$ cat src/rtl/unified_memory_arbiter_pkg.sv
// unified_memory_arbiter_pkg: shared state/source encodings and timeout counter width
package unified_memory_arbiter_pkg;
  localparam int TO_CNT_W = 10;
  typedef enum logic [1:0] {IDLE = 2'd0, ISSUE = 2'd1, WAIT = 2'd2} state_t;
  typedef enum logic {SRC_FETCH = 1'b0, SRC_DATA = 1'b1} src_t;
endpackage

$ cat src/rtl/unified_memory_arbiter_if.sv
// unified_memory_arbiter_if: core fetch/data channels plus the shared memory port
// master: arbiter side (consumes core requests and mem responses, drives the rest)
// slave: core + memory side
interface unified_memory_arbiter_if #(
  parameter int DATA_WIDTH = 32,
  parameter int ADDRESS_BITS = 32,
  parameter int NUM_BYTES = DATA_WIDTH / 8
);
  logic core_fetch_read;
  logic [ADDRESS_BITS-1:0] core_fetch_address;
  logic core_fetch_ready;
  logic core_fetch_valid;
  logic [DATA_WIDTH-1:0] core_fetch_data;
  logic [ADDRESS_BITS-1:0] core_fetch_address_back;
  logic core_mem_read;
  logic core_mem_write;
  logic [NUM_BYTES-1:0] core_mem_byte_en;
  logic [ADDRESS_BITS-1:0] core_mem_address;
  logic [DATA_WIDTH-1:0] core_mem_wdata;
  logic core_mem_ready;
  logic core_mem_valid;
  logic [DATA_WIDTH-1:0] core_mem_rdata;
  logic [ADDRESS_BITS-1:0] core_mem_address_back;
  logic mem_req;
  logic mem_we;
  logic [NUM_BYTES-1:0] mem_byte_en;
  logic [ADDRESS_BITS-1:0] mem_address;
  logic [DATA_WIDTH-1:0] mem_wdata;
  logic mem_gnt;
  logic mem_rvalid;
  logic [DATA_WIDTH-1:0] mem_rdata;
  logic timeout_error;
  modport master (
    input core_fetch_read, core_fetch_address, core_mem_read, core_mem_write,
          core_mem_byte_en, core_mem_address, core_mem_wdata, mem_gnt, mem_rvalid, mem_rdata,
    output core_fetch_ready, core_fetch_valid, core_fetch_data, core_fetch_address_back,
           core_mem_ready, core_mem_valid, core_mem_rdata, core_mem_address_back,
           mem_req, mem_we, mem_byte_en, mem_address, mem_wdata, timeout_error
  );
  modport slave (
    output core_fetch_read, core_fetch_address, core_mem_read, core_mem_write,
           core_mem_byte_en, core_mem_address, core_mem_wdata, mem_gnt, mem_rvalid, mem_rdata,
    input core_fetch_ready, core_fetch_valid, core_fetch_data, core_fetch_address_back,
          core_mem_ready, core_mem_valid, core_mem_rdata, core_mem_address_back,
          mem_req, mem_we, mem_byte_en, mem_address, mem_wdata, timeout_error
  );
endinterface

$ cat src/rtl/unified_memory_arbiter_mem_req_buffer.sv
// mem_req_buffer: holds the accepted request while it is presented on the shared port
// Ports: clock, reset (async active-low clear), load, *_in request fields, registered fields out
module mem_req_buffer
  import unified_memory_arbiter_pkg::*;
#(
  parameter int DATA_WIDTH = 32,
  parameter int ADDRESS_BITS = 32,
  parameter int NUM_BYTES = DATA_WIDTH / 8
) (
  input  logic                    clock,
  input  logic                    reset,
  input  logic                    load,
  input  logic [ADDRESS_BITS-1:0] address_in,
  input  logic [DATA_WIDTH-1:0]   wdata_in,
  input  logic [NUM_BYTES-1:0]    byte_en_in,
  input  logic                    we_in,
  input  src_t                    src_in,
  output logic [ADDRESS_BITS-1:0] address,
  output logic [DATA_WIDTH-1:0]   wdata,
  output logic [NUM_BYTES-1:0]    byte_en,
  output logic                    we,
  output src_t                    src
);
  always_ff @(posedge clock or negedge reset)
    if (!reset) begin
      address <= '0;
      wdata <= '0;
      byte_en <= '0;
      we <= 1'b0;
      src <= SRC_FETCH;
    end else if (load) begin
      address <= address_in;
      wdata <= wdata_in;
      byte_en <= byte_en_in;
      we <= we_in;
      src <= src_in;
    end
endmodule

$ cat src/rtl/unified_memory_arbiter.sv
// unified_memory_arbiter: merges fetch and data requests onto one shared req/gnt/rvalid port
// Ports: clock, reset (async active-low), scan (debug enable),
//   bus (master modport: core fetch/data channels, shared memory port, sticky timeout_error)
module unified_memory_arbiter
  import unified_memory_arbiter_pkg::*;
#(
  parameter int CORE = 0,
  parameter int DATA_WIDTH = 32,
  parameter int ADDRESS_BITS = 32,
  parameter int NUM_BYTES = DATA_WIDTH / 8,
  parameter int TIMEOUT_CYCLES = 1023,
  parameter int SCAN_CYCLES_MIN = 0,
  parameter int SCAN_CYCLES_MAX = 1000
) (
  input logic clock,
  input logic reset,
  input logic scan,
  unified_memory_arbiter_if.master bus
);
  state_t state, state_nxt;
  src_t last_grant, buf_src;
  logic [TO_CNT_W-1:0] to_cnt;
  logic [ADDRESS_BITS-1:0] buf_address;
  logic [DATA_WIDTH-1:0] buf_wdata;
  logic [NUM_BYTES-1:0] buf_byte_en;
  logic buf_we, data_req, grant_data, accept, done, timeout, unused_scan;
  assign data_req = bus.core_mem_read | bus.core_mem_write;
  // when both sides request, the side not granted last time wins
  assign grant_data = data_req & (!bus.core_fetch_read | last_grant == SRC_FETCH);
  assign accept = state == IDLE & (data_req | bus.core_fetch_read);
  assign done = bus.mem_rvalid & (state == WAIT | state == ISSUE & bus.mem_gnt);
  // to_cnt holds cycles already spent, so this fires on the TIMEOUT_CYCLES-th busy cycle
  assign timeout = state != IDLE & !done & to_cnt == TO_CNT_W'(TIMEOUT_CYCLES - 1);
  assign unused_scan = scan & (CORE >= 0) & (SCAN_CYCLES_MIN <= SCAN_CYCLES_MAX);
  mem_req_buffer #(
    .DATA_WIDTH(DATA_WIDTH),
    .ADDRESS_BITS(ADDRESS_BITS),
    .NUM_BYTES(NUM_BYTES)
  ) u_buf (
    .clock,
    .reset,
    .load(accept),
    .address_in(grant_data ? bus.core_mem_address : bus.core_fetch_address),
    .wdata_in(bus.core_mem_wdata),
    .byte_en_in(grant_data & bus.core_mem_write ? bus.core_mem_byte_en : '1),
    .we_in(grant_data & bus.core_mem_write),
    .src_in(grant_data ? SRC_DATA : SRC_FETCH),
    .address(buf_address),
    .wdata(buf_wdata),
    .byte_en(buf_byte_en),
    .we(buf_we),
    .src(buf_src)
  );
  always_ff @(posedge clock or negedge reset)
    if (!reset) state <= IDLE;
    else state <= state_nxt;
  always_comb begin
    state_nxt = timeout ? IDLE
      : state == IDLE ? (accept ? ISSUE : IDLE)
      : state == ISSUE ? (done ? IDLE : bus.mem_gnt ? WAIT : ISSUE)
      : state == WAIT ? (done ? IDLE : WAIT) : IDLE;
    bus.mem_req = state == ISSUE;
    bus.mem_we = buf_we;
    bus.mem_byte_en = buf_byte_en;
    bus.mem_address = buf_address;
    bus.mem_wdata = buf_wdata;
    bus.core_mem_ready = reset & state == IDLE;
    bus.core_fetch_ready = reset & state == IDLE & !(data_req & last_grant == SRC_FETCH);
  end
  always_ff @(posedge clock or negedge reset)
    if (!reset) begin
      last_grant <= SRC_FETCH;
      to_cnt <= '0;
      bus.timeout_error <= 1'b0;
      bus.core_fetch_valid <= 1'b0;
      bus.core_mem_valid <= 1'b0;
      bus.core_fetch_data <= '0;
      bus.core_fetch_address_back <= '0;
      bus.core_mem_rdata <= '0;
      bus.core_mem_address_back <= '0;
    end else begin
      if (accept) last_grant <= grant_data ? SRC_DATA : SRC_FETCH;
      to_cnt <= state == IDLE ? '0 : to_cnt + 1'b1;
      if (timeout) bus.timeout_error <= 1'b1;
      bus.core_fetch_valid <= done & buf_src == SRC_FETCH;
      bus.core_mem_valid <= done & buf_src == SRC_DATA;
      if (done & buf_src == SRC_FETCH) begin
        bus.core_fetch_data <= bus.mem_rdata;
        bus.core_fetch_address_back <= buf_address;
      end
      if (done & buf_src == SRC_DATA) begin
        bus.core_mem_address_back <= buf_address;
        if (!buf_we) bus.core_mem_rdata <= bus.mem_rdata;
      end
    end
endmodule
$ cat src/flat_wrapper.sv
// flat-port wrapper written by rule: the top's interface ports become plain ports
module unified_memory_arbiter_flat import unified_memory_arbiter_pkg::*;
#(
  parameter int CORE = 0,
  parameter int DATA_WIDTH = 32,
  parameter int ADDRESS_BITS = 32,
  parameter int NUM_BYTES = DATA_WIDTH / 8,
  parameter int TIMEOUT_CYCLES = 1023,
  parameter int SCAN_CYCLES_MIN = 0,
  parameter int SCAN_CYCLES_MAX = 1000
)
  (clock, reset, scan, bus_core_fetch_read, bus_core_fetch_address, bus_core_mem_read, bus_core_mem_write, bus_core_mem_byte_en, bus_core_mem_address, bus_core_mem_wdata, bus_mem_gnt, bus_mem_rvalid, bus_mem_rdata, bus_core_fetch_ready, bus_core_fetch_valid, bus_core_fetch_data, bus_core_fetch_address_back, bus_core_mem_ready, bus_core_mem_valid, bus_core_mem_rdata, bus_core_mem_address_back, bus_mem_req, bus_mem_we, bus_mem_byte_en, bus_mem_address, bus_mem_wdata, bus_timeout_error);
  unified_memory_arbiter_if #(.DATA_WIDTH(DATA_WIDTH), .ADDRESS_BITS(ADDRESS_BITS), .NUM_BYTES(NUM_BYTES)) bus_i ();
  input logic clock;
  input logic reset;
  input logic scan;
  input wire logic [$bits(bus_i.core_fetch_read)-1:0] bus_core_fetch_read;
  input wire logic [$bits(bus_i.core_fetch_address)-1:0] bus_core_fetch_address;
  input wire logic [$bits(bus_i.core_mem_read)-1:0] bus_core_mem_read;
  input wire logic [$bits(bus_i.core_mem_write)-1:0] bus_core_mem_write;
  input wire logic [$bits(bus_i.core_mem_byte_en)-1:0] bus_core_mem_byte_en;
  input wire logic [$bits(bus_i.core_mem_address)-1:0] bus_core_mem_address;
  input wire logic [$bits(bus_i.core_mem_wdata)-1:0] bus_core_mem_wdata;
  input wire logic [$bits(bus_i.mem_gnt)-1:0] bus_mem_gnt;
  input wire logic [$bits(bus_i.mem_rvalid)-1:0] bus_mem_rvalid;
  input wire logic [$bits(bus_i.mem_rdata)-1:0] bus_mem_rdata;
  output wire logic [$bits(bus_i.core_fetch_ready)-1:0] bus_core_fetch_ready;
  output wire logic [$bits(bus_i.core_fetch_valid)-1:0] bus_core_fetch_valid;
  output wire logic [$bits(bus_i.core_fetch_data)-1:0] bus_core_fetch_data;
  output wire logic [$bits(bus_i.core_fetch_address_back)-1:0] bus_core_fetch_address_back;
  output wire logic [$bits(bus_i.core_mem_ready)-1:0] bus_core_mem_ready;
  output wire logic [$bits(bus_i.core_mem_valid)-1:0] bus_core_mem_valid;
  output wire logic [$bits(bus_i.core_mem_rdata)-1:0] bus_core_mem_rdata;
  output wire logic [$bits(bus_i.core_mem_address_back)-1:0] bus_core_mem_address_back;
  output wire logic [$bits(bus_i.mem_req)-1:0] bus_mem_req;
  output wire logic [$bits(bus_i.mem_we)-1:0] bus_mem_we;
  output wire logic [$bits(bus_i.mem_byte_en)-1:0] bus_mem_byte_en;
  output wire logic [$bits(bus_i.mem_address)-1:0] bus_mem_address;
  output wire logic [$bits(bus_i.mem_wdata)-1:0] bus_mem_wdata;
  output wire logic [$bits(bus_i.timeout_error)-1:0] bus_timeout_error;
  assign bus_i.core_fetch_read = bus_core_fetch_read;
  assign bus_i.core_fetch_address = bus_core_fetch_address;
  assign bus_i.core_mem_read = bus_core_mem_read;
  assign bus_i.core_mem_write = bus_core_mem_write;
  assign bus_i.core_mem_byte_en = bus_core_mem_byte_en;
  assign bus_i.core_mem_address = bus_core_mem_address;
  assign bus_i.core_mem_wdata = bus_core_mem_wdata;
  assign bus_i.mem_gnt = bus_mem_gnt;
  assign bus_i.mem_rvalid = bus_mem_rvalid;
  assign bus_i.mem_rdata = bus_mem_rdata;
  assign bus_core_fetch_ready = bus_i.core_fetch_ready;
  assign bus_core_fetch_valid = bus_i.core_fetch_valid;
  assign bus_core_fetch_data = bus_i.core_fetch_data;
  assign bus_core_fetch_address_back = bus_i.core_fetch_address_back;
  assign bus_core_mem_ready = bus_i.core_mem_ready;
  assign bus_core_mem_valid = bus_i.core_mem_valid;
  assign bus_core_mem_rdata = bus_i.core_mem_rdata;
  assign bus_core_mem_address_back = bus_i.core_mem_address_back;
  assign bus_mem_req = bus_i.mem_req;
  assign bus_mem_we = bus_i.mem_we;
  assign bus_mem_byte_en = bus_i.mem_byte_en;
  assign bus_mem_address = bus_i.mem_address;
  assign bus_mem_wdata = bus_i.mem_wdata;
  assign bus_timeout_error = bus_i.timeout_error;
  unified_memory_arbiter #(.CORE(CORE), .DATA_WIDTH(DATA_WIDTH), .ADDRESS_BITS(ADDRESS_BITS), .NUM_BYTES(NUM_BYTES), .TIMEOUT_CYCLES(TIMEOUT_CYCLES), .SCAN_CYCLES_MIN(SCAN_CYCLES_MIN), .SCAN_CYCLES_MAX(SCAN_CYCLES_MAX)) u_core (.clock(clock), .reset(reset), .scan(scan), .bus(bus_i));
endmodule
$ cat config.mk
export PLATFORM = sky130hd
export DESIGN_NAME = unified_memory_arbiter_flat
export DESIGN_NICKNAME = d
export VERILOG_FILES = /design/src/rtl/unified_memory_arbiter_pkg.sv /design/src/rtl/unified_memory_arbiter_if.sv /design/src/rtl/unified_memory_arbiter_mem_req_buffer.sv /design/src/rtl/unified_memory_arbiter.sv /design/src/flat_wrapper.sv
export SDC_FILE = /design/constraint.sdc
export NUM_CORES = 1
export LEC_CHECK = 0
export ABC_AREA = 1
export BUFFER_PORTS_ARGS = -buffer_cell sky130_fd_sc_hd__buf_4
export CORE_ASPECT_RATIO = 0.9
export CORE_MARGIN = 3
export CORE_UTILIZATION = 45
export CTS_BUF_LIST = sky130_fd_sc_hd__clkbuf_4
export CTS_CLUSTER_SIZE = 30
export DETAILED_ROUTE_END_ITERATION = 7
export PLACE_DENSITY_LB_ADDON = 0.08
export SETUP_SLACK_MARGIN = 0.02
export SLEW_MARGIN = 15
export SYNTH_ARGS = -nofsm -noshare
export SYNTH_HDL_FRONTEND = slang
export SYNTH_SLANG_ARGS = --single-unit
export TNS_END_PERCENT = 10
$ cat constraint.sdc
create_clock -name clock -period 1.75 [get_ports clock]
set_input_delay 0.175 -clock clock [delete_from_list [all_inputs] [get_ports clock]]
set_output_delay 0.175 -clock clock [all_outputs]
set_load 0.05 [all_outputs]
==> results of run 1 <==
==> tightest hold or removal path: stages <==
cell and delay, ns:
sky130_fd_sc_hd__buf_8 0.09, sky130_fd_sc_hd__dlygate4sd3_1 0.62, sky130_fd_sc_hd__buf_12 0.25
==> what timing repair did <==
action / 4_1_cts / 5_1_grt
pin swaps: 1 / 3
endpoints found under the hold margin: 359 / 0
buffers inserted: 4 / 2
setup endpoints to repair: 3 / 79
gates cloned: 0 / 2
hold buffers: 138 / 0
gates resized for setup: 9 / 12
==> registers in the layout (all words and copies together) (netlist names) <==
| signal | count |
|---|---|
| u_core.bus.core_fetch_address_back | 32 |
| u_core.bus.core_fetch_data | 32 |
| u_core.bus.core_mem_address_back | 32 |
| u_core.bus.core_mem_rdata | 32 |
| u_core.u_buf.address | 32 |
| u_core.u_buf.wdata | 32 |
| u_core.to_cnt | 10 |
| u_core.u_buf.byte_en | 4 |
| u_core.state | 2 |
| u_core.bus.core_fetch_valid | 1 |
| u_core.bus.core_mem_valid | 1 |
| u_core.bus.timeout_error | 1 |
| u_core.last_grant | 1 |
| u_core.u_buf.we | 1 |
==> synth_stat cells (all sizes together) <==
| library cell | instances |
|---|---|
| o211ai | 32 |
| inv | 45 |
| nand3 | 7 |
| nand4 | 33 |
| o21a | 3 |
| and3 | 2 |
| a21oi | 8 |
| buf | 35 |
| nor3 | 4 |
| ha | 2 |
| o21bai | 1 |
| nor3b | 1 |
| nor2 | 23 |
| clkbuf | 29 |
| o21ai | 104 |
| nand2 | 474 |
| dfrtp | 213 |
==> metal layers <==
metal  track usage [%]  vias up  share of wire, %
met3              8.36       80               9.8
met5                 0        -                 0
met1              35.4     4219                39
li1                  -     4297                 -
met4              10.3        0               3.5
met2              44.2      442                47
==> layout make-up <==
type,count,area [um^2]
Sequential cell,213,5340
Fill cell,1442,5280
Clock buffer,80,601
Antenna cell,1,2.50
Clock inverter,15,88.8
Inverter,45,171
Multi-Input combinational cell,694,3080
Timing Repair Buffer,511,4410
Tap cell,250,313
==> where the power goes <==
part | total, W | switching, W | internal (W)
clock network | 0.00426 | 0.00201 | 0.00224
registers | 0.00867 | 0.00155 | 0.00713
logic | 0.0171 | 0.0123 | 0.00483
total | 0.0301 | 0.0159 | 0.0142
==> worst max path at each step <==
stage | startpoint | to | slack, ns | depth (start not counted)
2_1_floorplan | u_core.state[1] | bus_core_fetch_ready | 0.20 | 4
5_1_grt | u_core.state[1] | bus_core_fetch_ready | -0.17 | 5
4_1_cts | u_core.state[0] | bus_core_fetch_ready | -0.10 | 5
6_report | u_core.state[1] | bus_core_fetch_ready | -0.06 | 5
3_5_place_dp | u_core.state[0] | u_core.bus.core_fetch_data[25] | 0.03 | 7
3_3_place_gp | u_core.state[0] | u_core.bus.core_fetch_data[27] | 0.12 | 7
==> logic make-up after synthesis <==
group                    after synthesis  synth area share (%)
adder cells (fa/ha/maj)                2                 0.281
flip-flops                           213                  59.9
AND/OR/NAND/NOR                      544                  24.6
AO/OA/AOI/OAI                        148                  9.38
buffers and inverters                109                  5.84
==> metrics by stage <==
step           power, W  std cells  setup WS (ns)  TNS, ns
5_1_grt          0.0317       1809         -0.168   -0.255
4_1_cts          0.0299       1804         -0.104   -0.123
3_5_place_dp     0.0252       1567         0.0285        0
3_3_place_gp     0.0250       1567          0.123        0
6_report         0.0301       1809        -0.0555  -0.0555
2_1_floorplan    0.0195       1016          0.200        0
==> results.py, run 1 <==
metrics = {
    "outcome": {
        "status": "complete, but fails checks",
        "failing_checks": "negative setup slack",
    },
    "worst_setup_path": {
        "r2r.worst_path.cells": 10,
        "criticalPathCategory": "reg2out",
        "r2r_start": "u_core.state[1]",
        "worst-path-max-fanout": 2,
        "worst-path-buf-inv": 2,
        "cpLargestDelayFamily": "flip-flops",
        "crit_required_ns": 1.57,
        "cp_slowest_cell": "sky130_fd_sc_hd__dfrtp_2",
        "critPathCaptureType": "primary output",
        "arrival_ns": 1.63,
        "reg2reg_setup_slack_ns": 0.09,
        "cpPeakStageDelay_ns": 0.43,
        "timing.critical_path.from_type": "register",
        "worst_path_most_repeated_cell": "sky130_fd_sc_hd__nor2_4",
        "crit_chain": "nor2_4, inv_4, nor2_4, o21a_2, buf_8",
        "reg2reg_to": "u_core.bus.core_fetch_address_back[10]",
    },
    "detailed_routing": {
        "detailedRoute.firstPassIterationCount": 5,
        "detailroute.via_count": 9038,
        "route.detailed.vias_per_inst": 5.00,
        "ant_nets": 0,
        "dr_wl_cell_um": 16.7,
        "drc": 0,
        "detail_route.iter0.violations": 494,
        "totalWireLength_um": 30200,
    },
    "final_layout": {
        "nets": 1663,
        "final_non_filler_cell_area_mm2": 0.0140,
        "post-route-util_pct": 72.6,
        "synthToLayoutAreaGrowth_pct": 57.3,
        "final_layout_size_suffix_gt1_share_pct": 30.9,
        "layout.cells.most_common": "sky130_fd_sc_hd__nand2_1",
        "layout_common_cells": "470 x sky130_fd_sc_hd__nand2_1, 355 x sky130_fd_sc_hd__buf_4, 211 x sky130_fd_sc_hd__dfrtp_1",
    },
    "timing": {
        "grt_setup_unrepaired": "yes",
        "finalSetupViolCount": 1,
        "max_clock_freq_mhz": 554,
        "min_period_ns": 1.81,
        "max_slew_violation_count": 0,
        "finalHoldViolations": 0,
        "finalHoldWorstSlack_ns": 0.120,
        "slew-limit-headroom_pct": 57.2,
        "tightest_slew_ns": 0.641,
        "fin_skew_ns": 0.0268,
        "period_utilisation_layout_pct": 103,
        "final.setup.worst_slack_ns": -0.0555,
    },
    "place": {
        "dp_hpwl_um": 18500,
        "detailed_place.area_mm2": 0.0118,
        "placement.io_buffers": 341,
        "gp_congestion": 0.829,
    },
    "yosys": {
        "synth.yosys.seq_area_share_pct": 59.9,
        "synth_cell_type_count": 27,
        "post_synthesis_cell_area_mm2": 0.00890,
        "ys_top_cells_by_area": "sky130_fd_sc_hd__dfrtp_1 60%, sky130_fd_sc_hd__nand2_1 20%, sky130_fd_sc_hd__o21ai_0 4.9%",
        "yosys.area.top_type": "sky130_fd_sc_hd__dfrtp_1",
        "synth_top_area_share_pct": 59.9,
        "syn-num-nets": 1158,
        "synthesis.instances": 1016,
        "ys_ff_latch": 213,
        "yosysWarnings": 0,
        "synth.avg_cell_area_um2": 8.76,
    },
    "grt": {
        "wire_length_of_the_first_global_routing_pass_um": 48300,
        "vias_in_the_first_global_route": 9135,
        "antenna_found_initial": 2,
        "overall_global_routing_usage_pct": 27.5,
        "grt_overflow_total": 0,
        "largest_net_degree_at_the_start_of_global_routing": 89,
    },
    "power": {
        "powerDensity_mw_per_mm2": 2150,
        "power.ir.vdd_worst_v": 0.00172,
        "static-leakage-power_nw": 7.47,
    },
    "clock_network": {
        "cts_made_buffers": 56,
        "count_of_h_tree_levels_built_during_cts": 2,
        "clock_tree.buffer_depth": 3,
        "clkSinkCount": 213,
        "ctsRootBufferMaster": "sky130_fd_sc_hd__clkbuf_4",
        "tritoncts": "yes",
        "insertion_delay_ns": 0.64,
        "clkTransAtPathRegs_ns": 0.06,
    },
    "floorplan": {
        "boundaryPins": 343,
        "design.core.area_mm2": 0.0193,
        "width_of_the_chip_um": 154,
        "rows": 48,
        "chipHeight_um": 139,
        "initial_core_util_pct": 46.2,
        "dieArea_mm2": 0.0215,
    },
    "flow_run": {
        "max_cap_viols": 0,
    },
    "worst_hold_path": {
        "hold_class": "in2async",
    },
}
Power figures use the tool's default switching activity.
==> run 2: changes to the inputs <==
--- a/config.mk
+++ b/config.mk
@@ -5,7 +5,6 @@
 export SDC_FILE = /design/constraint.sdc
 export NUM_CORES = 1
 export LEC_CHECK = 0
-export ABC_AREA = 1
 export BUFFER_PORTS_ARGS = -buffer_cell sky130_fd_sc_hd__buf_4
 export CORE_ASPECT_RATIO = 0.9
 export CORE_MARGIN = 3
==> results.py, run 2 <==
metrics = {
    "detailed_routing": {
        "totalWireLength_um": 25700,
        "route.detailed.vias_per_inst": 4.91,
        "dr_wl_cell_um": 19.1,
        "detail_route.iter0.violations": 245,
        "detailroute.via_count": 6605,
        "drc": 0,
        "detailedRoute.firstPassIterationCount": 4,
        "ant_nets": 0,
    },
    "grt": {
        "antenna_found_initial": 0,
        "grt_overflow_total": 0,
        "wire_length_of_the_first_global_routing_pass_um": 37600,
        "vias_in_the_first_global_route": 7244,
        "overall_global_routing_usage_pct": 23.3,
        "largest_net_degree_at_the_start_of_global_routing": 136,
    },
    "worst_hold_path": {
        "hold_class": "in2reg",
        "hold_start": "bus_core_mem_read",
    },
    "clock_network": {
        "insertion_delay_ns": 0.63,
        "clkTransAtPathRegs_ns": 0.06,
        "clock_tree.buffer_depth": 3,
        "clkSinkCount": 213,
        "cts_made_buffers": 54,
        "tritoncts": "yes",
        "ctsRootBufferMaster": "sky130_fd_sc_hd__clkbuf_4",
        "count_of_h_tree_levels_built_during_cts": 2,
    },
    "place": {
        "gp_congestion": 0.776,
        "dp_hpwl_um": 16200,
        "placement.io_buffers": 341,
        "dp_slack_ns": -0.0366,
        "detailed_place.area_mm2": 0.0115,
    },
    "timing": {
        "period_utilisation_layout_pct": 111,
        "finalSetupViolCount": 74,
        "fin_skew_ns": 0.0257,
        "finalHoldViolations": 0,
        "max_slew_violation_count": 0,
        "tightest_slew_ns": 0.952,
        "slew-limit-headroom_pct": 36.5,
        "max_clock_freq_mhz": 516,
        "min_period_ns": 1.94,
        "grt_setup_unrepaired": "yes",
        "final.setup.worst_slack_ns": -0.188,
    },
    "floorplan": {
        "dieArea_mm2": 0.0206,
        "chipHeight_um": 136,
        "rows": 47,
        "initial_core_util_pct": 46.0,
        "boundaryPins": 343,
        "width_of_the_chip_um": 151,
        "design.core.area_mm2": 0.0185,
    },
    "final_layout": {
        "layout_common_cells": "351 x sky130_fd_sc_hd__buf_4, 210 x sky130_fd_sc_hd__dfrtp_1, 145 x sky130_fd_sc_hd__mux2_2",
        "synthToLayoutAreaGrowth_pct": 63.7,
        "multi_input_comb_area_mm2": 0.00323,
        "nets": 1212,
        "antenna_cells": 0,
        "final_layout_size_suffix_gt1_share_pct": 60.2,
        "layout.cells.most_common": "sky130_fd_sc_hd__buf_4",
        "final_non_filler_cell_area_mm2": 0.0139,
        "final.fill_count": 1150,
        "sequential_cell_area_mm2": 0.00533,
    },
    "worst_setup_path": {
        "arrival_ns": 2.43,
        "critPathCaptureType": "register",
        "worst_setup_path_startpoint": "u_core.state[1]",
        "crit_required_ns": 2.24,
        "timing.critical_path.from_type": "register",
        "criticalPathCategory": "reg2reg",
        "r2r_start": "u_core.state[1]",
        "worst-path-max-fanout": 8,
    },
    "yosys": {
        "ys_ff_latch": 213,
        "ys_top_cells_by_area": "sky130_fd_sc_hd__dfrtp_1 63%, sky130_fd_sc_hd__mux2_2 23%, sky130_fd_sc_hd__mux2_1 7.5%",
        "yosysWarnings": 0,
        "number_of_enable_type_register_cells_in_the_synthesized_netlist": 0,
        "synth_commonest_cells": "213 x sky130_fd_sc_hd__dfrtp_1, 172 x sky130_fd_sc_hd__mux2_2, 57 x sky130_fd_sc_hd__mux2_1",
        "post_synthesis_cell_area_mm2": 0.00850,
        "synth.avg_cell_area_um2": 16.1,
        "ys.flop_type": "sky130_fd_sc_hd__dfrtp_1",
        "syn-num-nets": 671,
        "synthesis.instances": 529,
        "synth_cell_type_count": 37,
        "synth.most_common_cell": "sky130_fd_sc_hd__dfrtp_1",
        "yosys.area.top_type": "sky130_fd_sc_hd__dfrtp_1",
        "synth_async_sr_flop_share_pct": 100,
        "synth.yosys.seq_area_share_pct": 62.7,
        "synth_top_area_share_pct": 62.7,
    },
    "outcome": {
        "failing_checks": "negative setup slack",
        "status": "complete, but fails checks",
    },
    "flow_run": {
        "max_cap_viols": 0,
    },
}
## run 2: timing repair
action,in CTS,in global routing
setup endpoints to repair,35,143
pin swaps,3,3
endpoints found under the hold margin,349,0
gates cloned,2,2
hold buffers,137,0
setup buffers,9,2
gates resized for setup,12,57
## run 2: layer usage
layer,track usage (%),part of all wire (%)
met5,0,0
met4,9.11,2.9
met3,7.07,7.4
met2,41.8,52
met1,26.0,38
## run 2: area by class of cell
| class | count | share of cell area [%] |
|---|---|---|
| clock inverters | 4 | 0.108 |
| clock buffers | 81 | 4.37 |
| inverters | 4 | 0.108 |
| repair buffers | 509 | 31.7 |
| flip-flops and latches | 213 | 38.3 |
| well taps | 245 | 2.20 |
| multi-input cells | 288 | 23.2 |
## run 2: worst paths after layout
check / cells past startpoint / end / slack, ns
setup / recovery: 7 / u_core.bus.core_mem_rdata[14] / -0.19
hold / removal: 4 / u_core.last_grant / 0.13
setup reg to reg: 7 / u_core.bus.core_mem_rdata[14] / -0.19
hold reg to reg: 1 / u_core.bus.timeout_error / 0.47
max in group asynchronous: 3 / u_core.bus.core_mem_address_back[20] / 0.62
min in group asynchronous: 3 / u_core.bus.core_mem_address_back[0] / 0.32
## run 2: worst max-delay path: stages (launching register included)
cell	delay (ns)
sky130_fd_sc_hd__dfrtp_2	0.41
sky130_fd_sc_hd__buf_6	0.12
sky130_fd_sc_hd__nand3b_1	0.18
sky130_fd_sc_hd__buf_4	0.17
sky130_fd_sc_hd__a211oi_4	0.28
sky130_fd_sc_hd__buf_6	0.17
sky130_fd_sc_hd__clkbuf_16	0.17
sky130_fd_sc_hd__mux2_4	0.30
## run 2: stage by stage
stage          utilization [%]  TNS (ns)  hold slack (ns)  std cells
4_1_cts                   73.9     -7.74           0.0857       1340
6_report                  75.4     -8.43            0.129       1344
2_1_floorplan                -         0           -0.121        529
3_5_place_dp              62.2    -0.421            0.378       1108
3_3_place_gp              62.2         0            0.373       1108
5_1_grt                   75.4    -11.97            0.103       1344
## run 2: kinds of logic after synthesis
kind of cell,count (synthesis),share of synthesized area (%)
mux,230,30.4
xor+xnor,3,0.309
flops,213,62.7
simple gates,32,2.10
compound gates,21,1.83
buf+inv,28,2.33
fa+ha+maj,2,0.294
Power of run 2 is left out: the tool's default activity adds up to more than one toggle a clock period on the data nets, which glitch-free logic cannot reach.
==> run 3: changes to the inputs <==
--- a/config.mk
+++ b/config.mk
@@ -13,6 +13,7 @@
 export CTS_CLUSTER_SIZE = 30
 export DETAILED_ROUTE_END_ITERATION = 7
 export PLACE_DENSITY_LB_ADDON = 0.08
+export RECOVER_POWER = 100
 export SETUP_SLACK_MARGIN = 0.02
 export SLEW_MARGIN = 15
 export SYNTH_ARGS = -nofsm -noshare
==> results.py, run 3 (synthesis gave the netlist of run 2 again) <==
metrics = {
    "outcome": {
        "status": "complete, but fails checks",
        "failing_checks": "negative setup slack",
    },
    "worst_setup_path": {
        "worst-path-max-fanout": 8,
        "r2r_start": "u_core.state[1]",
        "critPathCaptureType": "register",
        "worst_setup_path_startpoint": "u_core.state[1]",
        "reg2reg_to": "u_core.bus.core_mem_rdata[14]",
        "criticalPathCategory": "reg2reg",
        "crit_chain": "buf_6, nand3b_1, buf_4, a211oi_4, buf_6, clkbuf_16, mux2_4",
        "arrival_ns": 2.43,
        "r2r.worst_path.cells": 7,
        "crit_required_ns": 2.24,
        "cpPeakStageDelay_ns": 0.41,
        "crit_end": "u_core.bus.core_mem_rdata[14]",
        "timing.critical_path.from_type": "register",
        "reg2reg_setup_slack_ns": -0.19,
        "worst_path_most_repeated_cell": "sky130_fd_sc_hd__buf_6",
        "cp_slowest_cell": "sky130_fd_sc_hd__dfrtp_2",
    },
    "floorplan": {
        "chipHeight_um": 136,
        "dieArea_mm2": 0.0206,
        "initial_core_util_pct": 46.0,
        "design.core.area_mm2": 0.0185,
        "boundaryPins": 343,
        "width_of_the_chip_um": 151,
        "rows": 47,
    },
    "final_layout": {
        "final_non_filler_cell_area_mm2": 0.0139,
        "layout_common_cells": "349 x sky130_fd_sc_hd__buf_4, 210 x sky130_fd_sc_hd__dfrtp_1, 145 x sky130_fd_sc_hd__mux2_2",
        "nets": 1212,
        "layout.cells.most_common": "sky130_fd_sc_hd__buf_4",
        "final_layout_size_suffix_gt1_share_pct": 60.0,
        "synthToLayoutAreaGrowth_pct": 63.4,
        "antenna_cells": 0,
    },
    "timing": {
        "max_slew_violation_count": 0,
        "min_period_ns": 1.94,
        "fin_skew_ns": 0.0271,
        "slew-limit-headroom_pct": 17.7,
        "total_negative_slack_for_setup_checks_ns": -8.22,
        "grt_setup_unrepaired": "yes",
        "period_utilisation_layout_pct": 111,
        "final.setup.worst_slack_ns": -0.188,
        "finalHoldViolations": 0,
        "max_clock_freq_mhz": 516,
        "finalSetupViolCount": 73,
        "finalHoldWorstSlack_ns": 0.130,
        "tightest_slew_ns": 1.24,
    },
    "clock_network": {
        "ctsRootBufferMaster": "sky130_fd_sc_hd__clkbuf_4",
        "count_of_h_tree_levels_built_during_cts": 2,
        "cts_made_buffers": 54,
        "tritoncts": "yes",
        "insertion_delay_ns": 0.62,
        "clkSinkCount": 213,
        "clock_tree.buffer_depth": 3,
        "clkTransAtPathRegs_ns": 0.06,
    },
    "worst_hold_path": {
        "hold_class": "in2reg",
        "hold-path-cell-count": 4,
    },
    "detailed_routing": {
        "detailroute.via_count": 6608,
        "drc": 0,
        "dr_wl_cell_um": 19.1,
        "ant_nets": 0,
        "totalWireLength_um": 25600,
        "detailedRoute.firstPassIterationCount": 4,
        "detail_route.iter0.violations": 233,
        "route.detailed.vias_per_inst": 4.92,
    },
    "grt": {
        "overall_global_routing_usage_pct": 23.3,
        "grt_overflow_total": 0,
        "wire_length_of_the_first_global_routing_pass_um": 37600,
        "vias_in_the_first_global_route": 7244,
        "antenna_found_initial": 0,
        "largest_net_degree_at_the_start_of_global_routing": 136,
    },
    "place": {
        "detailed_place.area_mm2": 0.0115,
        "gp_congestion": 0.776,
        "dp_slack_ns": -0.0366,
        "placement.io_buffers": 341,
        "dp_hpwl_um": 16200,
    },
    "flow_run": {
        "max_cap_viols": 0,
    },
}
## run 3: changes by cell type in the layout (fill, tap and decap cells not counted), sizes merged
cell	delta
buf	-2
clkbuf	+2
## run 3: through the flow
step,utilization [%],cells
floorplan,-,529
detailed placement,62.2,1108
CTS,73.9,1340
global route,75.2,1344
finish,75.2,1344
global placement,62.2,1108
## run 3: metal layers
| metal | share of wire, % | track usage (%) | vias to the layer above |
|---|---|---|---|
| met5 | 0 | 0 | - |
| met4 | 2.9 | 9.11 | 0 |
| met3 | 7.6 | 7.07 | 58 |
| met2 | 52 | 41.8 | 289 |
| met1 | 38 | 26.0 | 3254 |
| li1 | - | - | 3007 |
## run 3: worst max-delay path, delay by kind of cell, from the launching register on
kind	cells	cell delay, ns
AOI/OAI and AO/OA	1	0.28
buffers and inverters	4	0.62
DFF	1	0.41
muxes	1	0.31
and+or+nand+nor	1	0.18
## run 3: what timing repair did
action	CTS	global route
resized for setup	12	57
endpoints found under the setup margin	35	143
setup buffers	9	2
hold buffers	137	0
endpoints found under the hold margin	349	0
pin swaps	3	3
cloned	2	2
## run 3: area by class of cell
type                            instances  area [um^2]
Sequential cell                       213         5330
Clock buffer                           81          608
Timing Repair Buffer                  509         4380
Tap cell                              245          307
Multi-Input combinational cell        288         3230
Fill cell                            1158         4580
Clock inverter                          4         15.0
Inverter                                4         15.0
## run 3: how the worst min path moves through the flow
stage                                   start  slack [ns]                                     to
after floorplan                         reset       -0.12  u_core.bus.core_fetch_address_back[0]
after global placement         bus_mem_rvalid        0.37                        u_core.state[1]
after detailed placement       bus_mem_rvalid        0.38                        u_core.state[1]
after CTS                 bus_core_fetch_read        0.09                u_core.u_buf.byte_en[2]
after global routing        bus_core_mem_read        0.10                      u_core.last_grant
final                       bus_core_mem_read        0.13                      u_core.last_grant
Power of run 3 is left out for the same reason.
